File: src/rtl/llc_pkg.sv
// rtl/llc_pkg.sv - shared widths, state encoding and lookup result type for the LLC lookup stage
package llc_pkg;

  localparam int LLC_WAYS       = 16;
  localparam int LLC_WAY_BITS   = 4;
  localparam int LLC_TAG_BITS   = 15;
  localparam int LLC_STATE_BITS = 3;
  localparam int LLC_CTRL_BITS  = 7;

  localparam logic [LLC_STATE_BITS-1:0] LLC_STATE_INVALID = '0;

  typedef struct packed {
    logic [LLC_WAY_BITS-1:0]  way;
    logic                     hit;
    logic                     empty;
    logic                     evict;
    logic [LLC_CTRL_BITS-1:0] ctrl;
  } llc_result_t;

endpackage

File: src/rtl/llc_way_select.sv
// rtl/llc_way_select.sv - combinational hit / rotating empty / evict way selection
module llc_way_select
  import llc_pkg::*;
#(
  parameter int WAYS       = LLC_WAYS,
  parameter int WAY_BITS   = LLC_WAY_BITS,
  parameter int TAG_BITS   = LLC_TAG_BITS,
  parameter int STATE_BITS = LLC_STATE_BITS,
  parameter int CTRL_BITS  = LLC_CTRL_BITS
) (
  input  logic [TAG_BITS-1:0]        in_tag,
  input  logic [WAYS*TAG_BITS-1:0]   in_tags,
  input  logic [WAYS*STATE_BITS-1:0] in_states,
  input  logic [WAY_BITS-1:0]        in_evict_way,
  input  logic [CTRL_BITS-1:0]       in_ctrl,
  output llc_result_t                res
);

  logic                hit_found;
  logic                empty_found;
  logic [WAY_BITS-1:0] hit_way;
  logic [WAY_BITS-1:0] empty_way;
  logic [WAY_BITS-1:0] idx;

  // Lowest matching valid way wins a hit; otherwise the first INVALID way
  // starting at the evict pointer (wrapping) is filled; otherwise evict.
  always_comb begin
    res         = '0;
    hit_found   = 1'b0;
    empty_found = 1'b0;
    hit_way     = '0;
    empty_way   = '0;
    idx         = '0;
    for (int i = 0; i < WAYS; i++) begin
      if (!hit_found &&
          in_tags[i*TAG_BITS +: TAG_BITS] == in_tag &&
          in_states[i*STATE_BITS +: STATE_BITS] != LLC_STATE_INVALID) begin
        hit_found = 1'b1;
        hit_way   = WAY_BITS'(i);
      end
    end
    for (int k = 0; k < WAYS; k++) begin
      idx = in_evict_way + WAY_BITS'(k);
      if (!empty_found && in_states[idx*STATE_BITS +: STATE_BITS] == LLC_STATE_INVALID) begin
        empty_found = 1'b1;
        empty_way   = idx;
      end
    end
    res.ctrl = in_ctrl;
    if (hit_found) begin
      res.way = hit_way;
      res.hit = 1'b1;
    end else if (empty_found) begin
      res.way   = empty_way;
      res.empty = 1'b1;
    end else begin
      res.way   = in_evict_way;
      res.evict = 1'b1;
    end
  end

endmodule

File: src/rtl/llc_lookup_stage.sv
// rtl/llc_lookup_stage.sv - registered LLC lookup stage with 2-entry skid buffer and hit/miss counters
module llc_lookup_stage
  import llc_pkg::*;
#(
  parameter int WAYS       = LLC_WAYS,
  parameter int WAY_BITS   = LLC_WAY_BITS,
  parameter int TAG_BITS   = LLC_TAG_BITS,
  parameter int STATE_BITS = LLC_STATE_BITS,
  parameter int CTRL_BITS  = LLC_CTRL_BITS
) (
  input  logic                        clk,
  input  logic                        rst,
  input  logic                        flush,
  input  logic                        in_valid,
  output logic                        in_ready,
  input  logic [TAG_BITS-1:0]         in_tag,
  input  logic [WAYS*TAG_BITS-1:0]    in_tags,
  input  logic [WAYS*STATE_BITS-1:0]  in_states,
  input  logic [WAY_BITS-1:0]         in_evict_way,
  input  logic [CTRL_BITS-1:0]        in_ctrl,
  output logic                        out_valid,
  input  logic                        out_ready,
  output logic [WAY_BITS-1:0]         out_way,
  output logic                        out_hit,
  output logic                        out_empty,
  output logic                        out_evict,
  output logic [CTRL_BITS-1:0]        out_ctrl,
  output logic [15:0]                 hit_cnt,
  output logic [15:0]                 miss_cnt
);

  llc_result_t lookup;
  llc_result_t main_res;
  llc_result_t skid_res;
  logic        main_valid;
  logic        skid_valid;
  logic        accept;
  logic        out_fire;

  llc_way_select #(
    .WAYS       (WAYS),
    .WAY_BITS   (WAY_BITS),
    .TAG_BITS   (TAG_BITS),
    .STATE_BITS (STATE_BITS),
    .CTRL_BITS  (CTRL_BITS)
  ) u_way_select (
    .in_tag       (in_tag),
    .in_tags      (in_tags),
    .in_states    (in_states),
    .in_evict_way (in_evict_way),
    .in_ctrl      (in_ctrl),
    .res          (lookup)
  );

  // in_ready comes straight from the skid flag so it never depends on out_ready.
  assign in_ready  = !skid_valid;
  assign accept    = in_valid && in_ready;
  assign out_fire  = main_valid && out_ready;

  assign out_valid = main_valid;
  assign out_way   = main_res.way;
  assign out_hit   = main_res.hit;
  assign out_empty = main_res.empty;
  assign out_evict = main_res.evict;
  assign out_ctrl  = main_res.ctrl;

  // Main/skid slot update; flush wins over everything, skid refills main first.
  always_ff @(posedge clk or negedge rst) begin
    if (!rst) begin
      main_valid <= 1'b0;
      skid_valid <= 1'b0;
      main_res   <= '0;
      skid_res   <= '0;
    end else if (flush) begin
      main_valid <= 1'b0;
      skid_valid <= 1'b0;
    end else if (skid_valid) begin
      if (out_ready) begin
        main_res   <= skid_res;
        skid_valid <= 1'b0;
      end
    end else if (accept) begin
      if (!main_valid || out_ready) begin
        main_res   <= lookup;
        main_valid <= 1'b1;
      end else begin
        skid_res   <= lookup;
        skid_valid <= 1'b1;
      end
    end else if (out_fire) begin
      main_valid <= 1'b0;
    end
  end

  // Saturating hit/miss counters, bumped on each output handshake.
  always_ff @(posedge clk or negedge rst) begin
    if (!rst) begin
      hit_cnt  <= '0;
      miss_cnt <= '0;
    end else if (out_fire) begin
      if (main_res.hit) begin
        if (hit_cnt != 16'hFFFF) hit_cnt <= hit_cnt + 16'd1;
      end else begin
        if (miss_cnt != 16'hFFFF) miss_cnt <= miss_cnt + 16'd1;
      end
    end
  end

endmodule

File: config.mk
export PLATFORM = sky130hd
export DESIGN_NAME = llc_lookup_stage
export DESIGN_NICKNAME = d
export VERILOG_FILES = /design/src/rtl/llc_pkg.sv /design/src/rtl/llc_way_select.sv /design/src/rtl/llc_lookup_stage.sv
export SDC_FILE = /design/constraint.sdc
export NUM_CORES = 1
export LEC_CHECK = 0
export BUFFER_PORTS_ARGS = -buffer_cell sky130_fd_sc_hd__buf_2
export CAP_MARGIN = 20
export CORE_ASPECT_RATIO = 1.25
export CORE_MARGIN = 5
export CORE_UTILIZATION = 40
export CTS_BUF_LIST = sky130_fd_sc_hd__clkbuf_2 sky130_fd_sc_hd__clkbuf_4 sky130_fd_sc_hd__clkbuf_8
export CTS_CLUSTER_DIAMETER = 60
export CTS_CLUSTER_SIZE = 28
export DETAILED_ROUTE_END_ITERATION = 10
export GPL_ROUTABILITY_DRIVEN = 0
export PLACE_DENSITY_LB_ADDON = 0.08
export SYNTH_ARGS = -nofsm -noshare
export SYNTH_HDL_FRONTEND = slang
export SYNTH_SLANG_ARGS = --single-unit
export TNS_END_PERCENT = 10
File: constraint.sdc
create_clock -name clk -period 5.9 [get_ports clk]
set_input_delay 0.59 -clock clk [delete_from_list [all_inputs] [get_ports clk]]
set_output_delay 0.59 -clock clk [all_outputs]
set_load 0.02 [all_outputs]
; Yosys cells after proc, flatten, opt, wreduce, memory -nomap -nowiden
; Cells that the tools add are included.
[totals]
ff_bits = 62
out_inout_bits = 48
wordCells = 292
[op_classes]
n_addsub = 17
mul = 16
n_eq_ne = 21
shift = 16
mux = 83
n_bitwise = 4
n_reduce_logical = 121
[ops]
columns = operator, count
row1 = variable part select 48 x 7 -> 3 bit, 16
row2 = == test 15 bit, 16
row3 = two-way mux 4 bit, 26
row4 = multiplier 4 x 2 -> 6 bit (second input constant), 16
row5 = two-way mux 14 bit, 4
row6 = nonzero test 3 bit, 17
row7 = logical AND 1 bit, 48
row8 = zero test 3 bit, 16
row9 = two-way mux 1 bit, 46
row10 = adder 16 x 1 -> 16 bit (second input constant), 2
row11 = adder 4 bit (second input constant), 8
row12 = zero test 1 bit, 32
row13 = inequality test 16 bit (second input constant), 2
row14 = adder 4 x 3 -> 4 bit (second input constant), 4
row15 = two-way mux 3 bit, 4
row16 = AND reduction 3 bit, 3
row17 = adder 4 x 2 -> 4 bit (second input constant), 2
row18 = AND reduction 4 bit, 2
row19 = two-way mux 2 bit, 3
row20 = adder 4 x 1 -> 4 bit (second input constant), 1
row21 = inequality test 2 bit (second input constant), 2
row22 = NOT 1 bit, 4
row23 = nonzero test 2 bit, 2
row24 = inequality test 3 x 2 -> 1 bit (second input constant), 1
row25 = logical OR 1 bit, 1

; Logic depth before layout (Yosys ltp)
; Gate-level depths: netlist (run 1).
[depth]
word_depth = 67
ltp_mapped = 16

; Hierarchy
; From an unflattened synthesis (run 1), not the netlist that was laid out.
[hier_totals]
hier_cells = 1119
hier_area_um2 = 9407.8
[modules_own_cells]
columns = mod, instances, cells_each, area_each_um2, seq_area_each_um2
row1 = llc_way_select, 1, 878, 6556.3, 0.0
row2 = llc_lookup_stage, 1, 241, 2851.5, 1551.5

; Least setup slack after synthesis (run 1)
; OpenSTA, ideal clock, no wires.
[synth_path]
kind = input to register
from = in in_evict_way[0]
to = reg main_res, in the netlist out_way[1]
setup_ns = 0.123
arrival_time_ns = 3.849
t_required_ns = 5.777
setup_slack_ns = 1.928
cell_stages = 15
n_path_buf = 3
path_cell_list = inv_2 -> buf_6 -> ha_1 -> buf_2 -> buf_4 -> mux4_2 -> o32a_1 -> mux2_2 -> o2111a_1 -> a2111oi_0 -> a311oi_1 -> a211o_1 -> a41oi_2 -> or3_1 -> a21oi_1
[synth_via]
elab_chain_len = 54
[synth_rtl]
columns = element, line_no
row1 = "start, declared", llc_lookup_stage.sv:19  ; input logic [WAY_BITS-1:0] in_evict_way,
row2 = branches (longest 49 deep; another with multiplier 4 x 2 -> 6 bit), n/a
row3 = two-way mux 4 bit (*), llc_way_select.sv:53  ; end else if (empty_found) begin
row4 = two-way mux 4 bit (*), llc_way_select.sv:50  ; if (hit_found) begin
row5 = two-way mux 14 bit (*), llc_lookup_stage.sv:83  ; if (!main_valid || out_ready) begin
row6 = two-way mux 14 bit (*), llc_lookup_stage.sv:82  ; end else if (accept) begin
row7 = two-way mux 14 bit (*), llc_lookup_stage.sv:77  ; end else if (skid_valid) begin
row8 = "end signal, assigned", llc_lookup_stage.sv:79  ; main_res <= skid_res;
row9 = "end signal, assigned", llc_lookup_stage.sv:84  ; main_res <= lookup;
row10 = "end, declared", llc_lookup_stage.sv:33  ; llc_result_t main_res;
; Mark *: on every way between the ends. The select of a mux whose other input is x is not followed.
; A chain may end at the register's enable or synchronous reset.

; Final worst setup path (run 1)
[layout_path]
from = in in_evict_way[1]
to = reg main_res, in the netlist out_way[2]
; The elaborated chain is that of the path after synthesis.

==> results of run 1 <==
-- per-layer routing --
metal / GRT usage [%] / part of all wire (%) / vias to the layer above / wire (um)
met4: 14.2 / 4.3 / 6 / 1680
li1: - / - / 4553 / -
met2: 50.8 / 49 / 501 / 19100
met1: 35.6 / 39 / 4609 / 15300
met5: 0 / 0.056 / - / 22
met3: 6.51 / 7.9 / 109 / 3100
-- power by group --
part | leakage [nW] | internal [mW] | switching [mW]
registers | 0.820 | 0.489 | 0.0455
clock network | 0.109 | 0.239 | 0.179
logic | 3.81 | 0.414 | 0.558
total | 4.74 | 1.14 | 0.783
-- path summary, 6_finish.rpt --
| path | slack [ps] | depth (start not counted) | endpoint |
|---|---|---|---|
| max in group asynchronous | 4960 | 2 | hit_cnt[1] |
| min in group clk | 450 | 3 | skid_res[0] |
| setup reg to reg | 3120 | 8 | hit_cnt[13] |
| setup / recovery | 1140 | 13 | out_way[2] |
| hold reg to reg | 480 | 2 | out_ctrl[1] |
| hold / removal | 390 | 2 | miss_cnt[6] |
-- cell type report --
type | count | share of cell area (%)
multi-input cells | 932 | 63.3
repair buffers | 372 | 16.9
flip-flops and latches | 62 | 14.0
well taps | 283 | 3.20
clock buffers | 9 | 1.12
clock inverters | 7 | 0.892
inverters | 10 | 0.362
diodes | 10 | 0.226
-- registers in the layout (all words and copies together), names as in the netlist --
| register | count |
|---|---|
| out_ctrl | 7 |
| out_way | 4 |
| skid_valid | 1 |
| hit_cnt | 16 |
| out_evict | 1 |
| out_empty | 1 |
| out_hit | 1 |
| out_valid | 1 |
| miss_cnt | 16 |
| skid_res | 14 |
-- worst max-delay path, stage by stage --
cell	delay, ps
buf_2	290
ha_1	370
xnor2_1	610
mux4_2	410
mux2i_1	190
nor2_1	130
a21oi_1	720
nand4b_2	410
nor4_1	530
a221o_1	220
a21oi_1	50
a211oi_1	310
o31ai_1	110
-- cell usage in the layout (no fill, tap or decap), types with 27 or more instances in the layout --
master,netlist,layout
buf_2,22,366
nor2_1,67,67
nand2_1,111,111
xor2_1,97,97
nor4_1,40,40
a21oi_1,32,32
mux4_2,33,33
dfrtp_1,62,62
nor3_1,35,35
nand4_1,49,49
o21ai_0,38,38
nand3_1,27,27
xnor2_1,182,182
-- cells by family after synthesis --
kind of cell | after synthesis | synth area share, %
AO/OA/AOI/OAI | 158 | 12.5
flip-flops | 62 | 17.4
buffers and inverters | 71 | 3.88
adder cells (fa/ha/maj) | 9 | 1.26
multiplexers | 69 | 13.1
XOR/XNOR | 281 | 27.8
AND/OR/NAND/NOR | 415 | 24.1
-- stage by stage --
step | area (sq um) | hold WS [ps]
CTS | 11100 | 422
finish | 11100 | 394
global placement | 10800 | 458
floorplan | 8900 | 294
global route | 11100 | 455
detailed placement | 10800 | 465
==> flow_summary_export.csv, run 1 <==
group,metric,value,unit
status,status,"finished, final reports clean",
critical_path,critPathRequiredTime,6100,ps
sta,setup_viol,0,
critical_path,worst_ep_arrival_time,4960,ps
critical_path,path_class,"input port to register",
logic_synthesis,synthArstFlopShare,100,%
power_and_ir_drop,vdd_drop_max,164,uV
critical_path,crit_path_max_fanout,24,
flow_run,drv_cap,0,
sta,worst_slack,1140,ps
sta,maxSlewHeadroom,35.7,%
critical_path,critPathCaptureType,"register",
logic_synthesis,synth_edf_count,0,
place,dp_slack,911,ps
finish,drive_above_1_share,33.3,%
clocking,cts_hold_buf,0,
drt,dr.pass1.iters,7,
clocking,htree_levels,3,
sta,worstMarginPinSlew,958,ps
drt,drcViolationCount,0,
clocking,cts.repair.resized,0,
place,place_inst,1659,
sta,rsz0062_at_grt,"false",
drt,ant_nets,0,
logic_synthesis,netlist_instances,1065,
sta,finalMaxSlewViolations,0,
finish,multiInputGateArea,0.00701,sq mm
place,port_buffers,366,
finish,syn2layout_area_growth,24.4,%
sta,skew,11.7,ps
drt,viasPerCell,5.80,
global_routing,grt_pass1_vias,9890,
drt,initialDrtViolationCount,622,
finish,fill_cells,2231,
clocking,clk_pin_slew,80,ps
worst_hold_path,hp-class,"input port to async pin",
logic_synthesis,synth.distinct_cells,85,
logic_synthesis,yosysWarnings,0,
clocking,cts_setup_buffers,0,
sta,period_share,80.7,%
floorplanning,ios,367,
finish,final_cells,1685,
floorplanning,start_util,40.4,%
logic_synthesis,ys_ff_latch,62,
drt,wl,39200,um
floorplanning,die_h,177,um
global_routing,grt_max_degree,63,
clocking,cts.sinks,62,
logic_synthesis,synth_seq_area_share,17.4,%
logic_synthesis,synth_top_cell_by_area,"xnor2_1",
logic_synthesis,postSynthAreaPerCell,8.36,sq um
clocking,max-clock-path-buffers,2,
power_and_ir_drop,pwr_density_cell,174,mW/mm^2
critical_path,startpoint_type,"input port",
floorplanning,core,0.0221,sq mm
logic_synthesis,syn-num-nets,1393,
sta,period_minus_slack,4760,ps
global_routing,grt.overflow.total,0,
sta,fin_setup_tns,0,ps
power_and_ir_drop,power.leakage,4.74,nW
clocking,cts-root-buf,"clkbuf_8",
drt,vias,9778,
critical_path,setup.worst_path.start,"in_evict_way[1]",
sta,fmax,210,MHz
logic_synthesis,synth_area_leaders,"xnor2_1, dfrtp_1, xor2_1, mux4_2, nand2_1",
global_routing,grt_usage,29.9,%
clocking,cts_buffers,9,
sta,hold_viol,0,
floorplanning,die_area,0.0254,sq mm
finish,seqCellArea,0.00155,sq mm
clocking,insertion_delay,360,ps
floorplanning,rows,61,
place,hpwl,32400,um
drt,drt-wirelength-per-cell,23.3,um
power_and_ir_drop,power,1.92,mW
logic_synthesis,synth_top_cell_area_share,17.9,%
logic_synthesis,synth_common_cells,"xnor2_1, nand2_1, xor2_1",
global_routing,grt_pass1_wl,57900,um
floorplanning,die_x,143,um
logic_synthesis,synth.most_common_cell,"xnor2_1",
logic_synthesis,synth_ff_type,"dfrtp_1",
global_routing,antenna_found_initial,13,
finish,fin_util,50.2,%
clocking,cts_tree,"built",
critical_path,r2r-start,"hit_cnt[7]",
logic_synthesis,netlist_area,0.00890,sq mm
finish,nets,1715,
No activity file was read; power rests on OpenSTA's default activity.
==> run 2, diff against run 1 <==
- clock period: 5.9 -> 4.79 ns (I/O delays scaled with it)
==> run 2 against run 1 <==
- sequential share of layout area fell by 0.11 points
- hold slack worse by 110 ps
- cell area increased by 0.77%
- cell count is 0.77% higher
- register-to-register slack worse by 1100 ps
- combinational power is 26% higher
- flip-flop and latch count did not move
- wire length up 0.25%
- die area did not move
- non-clock buffer count grew 17
- utilization up 0.39 points
- global-route usage increased by 0.33 points
- largest cell class unchanged
==> flow_summary_export.csv, run 2 (synthesized netlist as in run 1, its figures left out) <==
group,metric,value,unit
status,status,"finished, final reports clean",
sta,fmax,238,MHz
drt,vias,9858,
place,port_buffers,366,
clocking,insertion_delay,340,ps
drt,initialDrtViolationCount,756,
place,dp_slack,370,ps
sta,period_share,87.8,%
finish,nets,1732,
floorplanning,die_x,143,um
power_and_ir_drop,power.leakage,4.80,nW
global_routing,antenna_found_initial,8,
critical_path,crit_top_cell,"nor2_1",
clocking,cts_setup_buffers,0,
sta,skew,12.0,ps
floorplanning,rows,61,
sta,setup_viol,0,
sta,worstMarginPinSlew,954,ps
clocking,cts.repair.resized,0,
sta,fin_setup_tns,0,ps
sta,finalMaxSlewViolations,0,
drt,viasPerCell,5.81,
clocking,cts_tree,"built",
global_routing,grt_max_degree,63,
critical_path,cpPeakStageDelay,540,ps
finish,reg_top3,"hit_cnt (16), miss_cnt (16), skid_res (14)",
finish,syn2layout_area_growth,25.4,%
critical_path,rr_worst_depth,8,
floorplanning,ios,367,
finish,final_common_cell,"buf_2",
global_routing,grt_pass1_vias,9827,
finish,drive_above_1_share,34.1,%
floorplanning,die_h,177,um
critical_path,slowest_stage,"mux4_2",
global_routing,grt_usage,30.2,%
drt,dr.pass1.iters,6,
critical_path,critPathCaptureType,"register",
critical_path,worst_ep_arrival_time,4390,ps
drt,drt-wirelength-per-cell,23.1,um
sta,whs,287,ps
sta,worst_slack,583,ps
floorplanning,core,0.0221,sq mm
finish,final_cell_mix,"buf_2, xnor2_1, nand2_1",
place,hpwl,32700,um
critical_path,path_class,"input port to register",
floorplanning,die_area,0.0254,sq mm
critical_path,crit_path_max_fanout,20,
clocking,htree_levels,3,
drt,wl,39300,um
power_and_ir_drop,pwr_density_cell,207,mW/mm^2
critical_path,startpoint_type,"input port",
clocking,cts-root-buf,"clkbuf_8",
clocking,cts_hold_buf,0,
drt,ant_nets,0,
clocking,cts.sinks,62,
worst_hold_path,hp-class,"input port to async pin",
critical_path,crit_chain,"buf_2, inv_4, ha_1, buf_4, mux4_2, o32a_1, mux2i_1, nor2_1, nand4b_2, nor2_1, o32ai_1, a21oi_1, a211oi_1, o31ai_1",
clocking,cts_buffers,9,
power_and_ir_drop,vdd_drop_max,241,uV
global_routing,grt.overflow.total,0,
floorplanning,start_util,40.4,%
clocking,max-clock-path-buffers,2,
clocking,clk_pin_slew,70,ps
critical_path,critPathRequiredTime,4980,ps
finish,fill_cells,2207,
global_routing,grt_pass1_wl,58700,um
power_and_ir_drop,power,2.31,mW
drt,drcViolationCount,0,
sta,rsz0062_at_grt,"false",
sta,maxSlewHeadroom,36.0,%
sta,period_minus_slack,4210,ps
sta,hold_viol,0,
flow_run,drv_cap,0,
## run 2: layer usage
| metal | GRT usage, % | share of wire, % | vias up | wire [um] |
|---|---|---|---|---|
| met5 | 0 | 0.036 | - | 14 |
| met4 | 11.7 | 4.2 | 4 | 1630 |
| met3 | 5.19 | 8.1 | 97 | 3170 |
| met2 | 52.1 | 48 | 554 | 19100 |
| met1 | 37.3 | 39 | 4627 | 15400 |
| li1 | - | - | 4576 | - |
## run 2: final cells by class
type | instances | area (sq um) | area share [%]
timing repair buffer | 389 | 2000 | 18.0
inverter | 10 | 40.0 | 0.359
clock buffer | 12 | 159 | 1.42
clock inverter | 4 | 31.3 | 0.280
multi-input combinational | 932 | 7010 | 62.8
tap | 283 | 354 | 3.17
antenna | 6 | 15.0 | 0.135
sequential | 62 | 1550 | 13.9
## run 2: metrics by stage
step	cells	util (%)	area, sq um
after floorplan	1065	-	8900
after global placement	1676	49.7	11000
after detailed placement	1676	49.7	11000
after CTS	1692	50.5	11100
after global routing	1698	50.6	11200
final	1698	50.6	11200
## run 2: report_power, final
part | internal [mW] | switching [mW] | total, mW
logic | 0.525 | 0.691 | 1.22
clock network | 0.222 | 0.208 | 0.430
registers | 0.603 | 0.0596 | 0.662
## run 2: final timing paths
path | startpoint | endpoint | slack (ps)
worst max register to register | hit_cnt[7] | hit_cnt[13] | 2010
min in group clk | in_ctrl[1] | skid_res[1] | 350
worst min-delay path | rst | miss_cnt[5] | 290
worst min register to register | out_empty | out_empty | 480
worst max-delay path | in_evict_way[1] | out_way[2] | 580
max in group asynchronous | rst | hit_cnt[1] | 3960
## run 2: worst max-delay path, delay by kind of cell
family,cells,cell delay [ps]
adder cells (fa/ha/maj),1,420
multiplexers,2,790
buffers and inverters,3,780
AND/OR/NAND/NOR,3,390
AO/OA/AOI/OAI,5,1500
